<file path="config.mk">
export PLATFORM = sky130hd
export DESIGN_NAME = reg_file_sb
export DESIGN_NICKNAME = d
export VERILOG_FILES = /design/src/rtl/reg_file_sb.sv
export SDC_FILE = /design/constraint.sdc
export NUM_CORES = 1
export LEC_CHECK = 0
export CAP_MARGIN = 40
export CELL_PAD_IN_SITES_DETAIL_PLACEMENT = 0
export CELL_PAD_IN_SITES_GLOBAL_PLACEMENT = 1
export CORE_AREA = 2 2 314 316
export DETAILED_ROUTE_END_ITERATION = 12
export DIE_AREA = 0 0 316 318
export PLACE_DENSITY = 0.5
export SYNTH_ARGS = -nofsm -noshare
export SYNTH_HDL_FRONTEND = slang
export SYNTH_SLANG_ARGS = --single-unit
</file>
<file path="constraint.sdc">
create_clock -name clk -period 2.6 [get_ports clk]
set_input_delay 0.52 -clock clk [delete_from_list [all_inputs] [get_ports clk]]
set_output_delay 0.52 -clock clk [all_outputs]
set_load 0.005 [all_outputs]
</file>
<file path="src/rtl/reg_file_sb.sv">
// Parametrised multi-port register file with write-through bypass, optional
// registered read stage, hardwired-zero register and per-register busy scoreboard.
module reg_file_sb #(
  parameter int DATA_W   = 32,
  parameter int ADDR_W   = 4,
  parameter int NUM_RD   = 2,
  parameter int READ_LAT = 0,
  parameter int ZERO_REG = 1
) (
  input  logic                       clk,
  input  logic                       reset,
  input  logic [NUM_RD*ADDR_W-1:0]   rd_addr,
  output logic [NUM_RD*DATA_W-1:0]   rd_data,
  output logic [NUM_RD-1:0]          rd_busy,
  input  logic                       wr_en,
  input  logic [ADDR_W-1:0]          wr_addr,
  input  logic [DATA_W-1:0]          wr_data,
  input  logic                       claim_en,
  input  logic [ADDR_W-1:0]          claim_addr,
  output logic [(1<<ADDR_W)-1:0]     busy_vec
);

  localparam int DEPTH    = 1 << ADDR_W;
  localparam bit HAS_ZERO = (ZERO_REG != 0);

  logic [DATA_W-1:0] regs_q [DEPTH];
  logic [DATA_W-1:0] regs_d [DEPTH];
  logic [DEPTH-1:0]  busy_q;
  logic [DEPTH-1:0]  busy_d;
  logic              wr_ok;
  logic              claim_ok;

  logic [NUM_RD*DATA_W-1:0] rd_data_d;
  logic [NUM_RD-1:0]        rd_busy_d;

  always_comb begin
    wr_ok    = wr_en    && !(HAS_ZERO && (wr_addr == '0));
    claim_ok = claim_en && !(HAS_ZERO && (claim_addr == '0));
  end

  // Claim is applied after the write clear so a same-edge claim wins.
  always_comb begin
    regs_d = regs_q;
    busy_d = busy_q;
    if (wr_ok) begin
      regs_d[wr_addr] = wr_data;
      busy_d[wr_addr] = 1'b0;
    end
    if (claim_ok) begin
      busy_d[claim_addr] = 1'b1;
    end
    if (HAS_ZERO) begin
      busy_d[0] = 1'b0;
    end
  end

  always_ff @(posedge clk or negedge reset) begin
    if (!reset) begin
      for (int r = 0; r < DEPTH; r++) begin
        regs_q[r] <= '0;
      end
      busy_q <= '0;
    end else begin
      regs_q <= regs_d;
      busy_q <= busy_d;
    end
  end

  assign busy_vec = busy_q;

  // Per-port read mux: hardwired zero, then bypass from the write port, then array.
  always_comb begin : rd_mux
    logic [ADDR_W-1:0] ra;
    logic              is_zero;
    logic              hit;
    rd_data_d = '0;
    rd_busy_d = '0;
    ra        = '0;
    is_zero   = 1'b0;
    hit       = 1'b0;
    for (int i = 0; i < NUM_RD; i++) begin
      ra      = rd_addr[i*ADDR_W +: ADDR_W];
      is_zero = HAS_ZERO && (ra == '0);
      hit     = wr_ok && (wr_addr == ra);
      if (is_zero) begin
        rd_data_d[i*DATA_W +: DATA_W] = '0;
      end else if (hit) begin
        rd_data_d[i*DATA_W +: DATA_W] = wr_data;
      end else begin
        rd_data_d[i*DATA_W +: DATA_W] = regs_q[ra];
      end
      rd_busy_d[i] = !is_zero && busy_q[ra] && !hit;
    end
  end

  generate
    if (READ_LAT == 1) begin : g_rd_reg
      logic [NUM_RD*DATA_W-1:0] rd_data_q;
      logic [NUM_RD-1:0]        rd_busy_q;

      always_ff @(posedge clk or negedge reset) begin
        if (!reset) begin
          rd_data_q <= '0;
          rd_busy_q <= '0;
        end else begin
          rd_data_q <= rd_data_d;
          rd_busy_q <= rd_busy_d;
        end
      end

      assign rd_data = rd_data_q;
      assign rd_busy = rd_busy_q;
    end else begin : g_rd_comb
      assign rd_data = rd_data_d;
      assign rd_busy = rd_busy_d;
    end
  endgenerate

endmodule

</file>
# After elaboration in Yosys (flattened, before gate mapping)

Index checks and enable logic that the tools add are counted.

Bits in registers: 527
Input port bits: 52
Output and inout port bits: 82
Word-level logic and storage cells: 79

$lt $le $gt $ge: 10
Equality and inequality tests: 2
Muxes and demuxes: 23
Bitwise logic cells: 6
Reduce and logical (&&, ||, !) cells: 21

Operators with widths:

| kind               | number |
|---|---|
| $bwmux 512         | 1 |
| $mux 32            | 9 |
| $bmux 32 s4        | 2 |
| $demux 32 s4       | 1 |
| $mux 16            | 2 |
| $lt 4x5->1 const B | 4 |
| $and 16x16->16     | 1 |
| $logic_not 4->1    | 4 |
| $not 16->16        | 1 |
| $or 16x16->16      | 1 |
| $ge 5x5->1 const B | 3 |
| $not 4->5          | 3 |
| $logic_and 1x1->1  | 11 |
| $bmux 1 s4         | 2 |
| $demux 1 s4        | 2 |
| $eq 4x4->1         | 2 |
| $ge 4x1->1 const B | 2 |
| $logic_not 1->1    | 6 |
| $lt 5x1->1 const B | 1 |
| $mux 1             | 4 |

# Longest topological paths before layout

Word-level depth: 9
Depth in mapped cells: 8

# Worst setup path after synthesis

No wires, ideal clock.

Path kind: input port to output port
Start point: input rd_addr[5]
End point: output rd_busy[1]
Arrival time: 1.881 ns
Required time: 2.080 ns
Slack: 0.199 ns
Stages: 5
Path buffers: 2
Cells stage by stage: buf_6 buf_6 mux4_2 mux4_2 and2_1

Word-level cells in the longest chain between the ends: 4
Elaborated cells on any way between the ends: 9
Classes of those cells: eq/ne: 1; mux: 2; reduce/logical: 6

RTL lines:

| item                                                 | line | source |
|---|---|---|
| start: declaration                                   | 12   | `input logic [NUM_RD*ADDR_W-1:0] rd_addr,` |
| $bmux 1 s4 (tied with other cells)                   | 92   | `rd_busy_d[i] = !is_zero && busy_q[ra] && !hit;` |
| $mux 1 (implied by the code) (tied with other cells) | 92   |  |
| $logic_and 1x1->1 or $logic_not 1->1 (tied branches) | 92   |  |
| $logic_and 1x1->1 *                                  | 92   |  |
| end: declaration                                     | 14   | `output logic [NUM_RD-1:0] rd_busy,` |

Mark *: on every way between the ends. The rest lies on a longest branch, timed or not. The select of a mux whose other input is x is not followed.

# Final worst setup path

Start point: register busy_q[7] (netlist: busy_vec[7])
End point: output rd_busy[1]

Word-level cells in the longest chain between the ends: 4

RTL lines:

| item                           | line | source |
|---|---|---|
| start: declaration             | 28   | `logic [DEPTH-1:0] busy_q;` |
| start signal: assignment       | 65   | `busy_q <= busy_d;` |
| $bmux 1 s4                     | 92   |  |
| $mux 1 (implied by the code)   | 92   |  |
| $logic_and 1x1->1 (2 in a row) | 92   |  |

No other way between the ends. The select of a mux whose other input is x is not followed.

==> flow_metrics.tcl <==
set metrics [dict create \
    outcome "complete, but fails checks" \
    violations "setup timing" \
    clk_latency_ps 600 \
    start_util_pct 29.7 \
    internal_power_uw 20500 \
    skew_ps 0 \
    grt_max_degree 74 \
    drive_above_1_share_pct 64.3 \
    area_growth_pct 31.1 \
    grt_pass1_wl_mm 148 \
    groute.usage.overall_pct 20.5 \
    syn_inst 1917 \
    finalCritPeriodShare_pct 109 \
    synth-edff-count 0 \
    hp-class "reg2reg" \
    cts_tree "built" \
    cts_buffers 66 \
    setup_violations 54 \
    ys_seq_area_share_pct 45.5 \
    fmax_mhz 353 \
    crit_required_ps 2080 \
    coreArea_um2 97400 \
    rsz0062_at_grt "true" \
    synth_nets 1969 \
    vias 18900 \
    pwr-share-seq_pct 39.7 \
    grt_pass1_vias 20700 \
    path_max_fanout 2 \
    holdWs_ps 390 \
    drv_slew 0 \
    max-vdd-ir-drop_uv 411 \
    overflow 0 \
    via_per_inst 5.30 \
    die_h_um 318 \
    cpPeakStageDelay_ps 470 \
    ios 134 \
    p_switching_uw 7950 \
    clockRootBuffer "clkbuf_16" \
    tightest_slew_ps 519 \
    syn_area_um2 29000 \
    clockBufferDepth 3 \
    p_per_area_nw_per_um2 748 \
    fin_crit_ps 2830 \
    antenna_cells 0 \
    dp_hpwl_mm 62.0 \
    slowest_stage "mux4_2" \
    dp.cells 3323 \
    cp_top_family "multiplexers" \
    p_clk_share_pct 32.9 \
    layout_setup_ws_ps -230 \
    ys_seq_elements 527 \
    synth_area_per_cell_um2 15.1 \
    relSlewSlack_pct 65.3 \
    grt_antenna_before_repair 1 \
    path_clk_slew_ps 60 \
    layout_common_cells "527 x dfrtp_1, 477 x mux2_2, 264 x mux4_2" \
    critPathLaunchType "register" \
    crit_cells 5 \
    maxCapViolCount 0 \
    synth_cell_types 36 \
    cts_sinks 527 \
    gp_congestion 0.772 \
    async_reset_ff_share_pct 100 \
    fill_cells 9024 \
    final_common_cell "dfrtp_1" \
    ctsHtreeMaxLevel 3 \
    critPathArrivalTime_ps 2310 \
    fin_nets 2282 \
    end_kind "output port" \
    crit_chain "buf_6, mux4_2, mux4_2, and2_4, buf_6" \
    worstSetupPathType "reg2out" \
    ys.flop_type "dfrtp_1" \
    die_area_um2 100000 \
    yosys_warnings 0 \
    detail_route.wl_per_cell_um 28.8 \
    place_ws_ps -820 \
    ant_nets 0 \
    drt_first_pass_iters 5 \
    timing_hold_violations_final 0 \
    port_buffers 132 \
    drt-total-wl_mm 103 \
    finalPower_uw 28400 \
    whs_path_depth 0 \
    swShare_pct 28.0 \
    drcViolationCount 0 \
    rows 115 \
    rr_worst_depth 3 \
    drt_iter0_markers 1171 \
    comb_power_share_pct 27.3 \
    finalNonFillerCells 3565 \
    p_leak_uw 0.0161 \
    die_w_um 316 \
    critPathBufInv 2 \
]
==> area by class of cell <==
type                    count  area, um^2  share of cell area (%)
multi-input cells        1151       15600                    41.0
flip-flops and latches    527       13200                    34.7
repair buffers            480        5430                    14.3
clock buffers              86        1830                    4.81
well taps                1287        1610                    4.24
clock inverters            30         345                   0.909
inverters                   4        15.0                  0.0395
==> path summary, 6_finish.rpt <==
kind | startpoint | slack (ps) | end
min in group asynchronous | reset | 430 | busy_vec[6]$_DFF_PN0_
setup / recovery | busy_vec[7]$_DFF_PN0_ | -230 | rd_busy[1]
hold reg to reg | regs_q[495]$_DFFE_PN0P_ | 390 | regs_q[495]$_DFFE_PN0P_
hold / removal | regs_q[495]$_DFFE_PN0P_ | 390 | regs_q[495]$_DFFE_PN0P_
max in group asynchronous | reset | 1300 | regs_q[238]$_DFFE_PN0P_
setup reg to reg | regs_q[298]$_DFFE_PN0P_ | 1620 | regs_q[298]$_DFFE_PN0P_
==> layer usage <==
layer | vias up | global-route usage, % | part of all wire (%) | routed length [um]
met5 | - | 0 | 0 | 0
met3 | 143 | 3.79 | 4.9 | 5040
met2 | 486 | 32.5 | 47 | 48500
li1 | 8044 | - | - | -
met1 | 10200 | 28.1 | 45 | 46200
met4 | 0 | 6.73 | 2.9 | 2950
==> power by group through the flow <==
stage | clock [uW] | combinational [uW] | sequential (uW)
final | 9370 | 7770 | 11300
after global routing | 10000 | 8300 | 11500
after CTS | 9660 | 7680 | 11200
after detailed placement | 0 | 7070 | 11400
after global placement | 0 | 6990 | 11300
after floorplan | 0 | 4630 | 11000
==> what timing repair did <==
item / in CTS / in global routing
cloned: 20 / 4
gates resized for setup: 490 / 89
setup buffers: 91 / 22
pin swaps: 33 / 39
endpoints found under the setup margin: 66 / 66
hold buffers: 1 / 0
hold endpoints to repair: 34 / 0
==> state kept, by name, indices dropped and copies added, names as in the netlist <==
register  cells
regs_q      512
busy_vec     15
==> synth_stat cells, types with 9 or more instances <==
library cell,number,share of area (%)
a21oi_1,63,1.1
buf_2,114,2.0
buf_4,10,0.26
buf_6,9,0.35
clkbuf_1,100,1.3
dfrtp_1,527,46
mux2_2,538,21
mux2i_1,130,4.5
mux4_2,264,21
nand2_1,14,0.18
nor2_1,11,0.14
o21ai_0,24,0.41
o31ai_1,65,1.7
==> logic make-up (layout without fill, tap and decap cells) <==
logic type / count (synthesis) / count (layout) / share of synthesized area [%]
flops: 527 / 527 / 45.5
buf+inv: 239 / 600 / 3.95
other cells: 1 / 1 / 0.0129
simple gates: 50 / 50 / 0.937
mux: 932 / 932 / 45.9
compound gates: 160 / 160 / 3.43
xor+xnor: 8 / 8 / 0.242
==> metrics by stage <==
| stage | utilization, % | area, um^2 | TNS, ps |
|---|---|---|---|
| detailed placement | 34.4 | 33500 | -47700 |
| global route | 39.0 | 38000 | -7720 |
| global placement | 34.4 | 33500 | -45840 |
| floorplan | - | 29000 | 0 |
| CTS | 38.6 | 37600 | -4900 |
| finish | 39.0 | 38000 | -3390 |
Power figures use the tool's default switching activity.
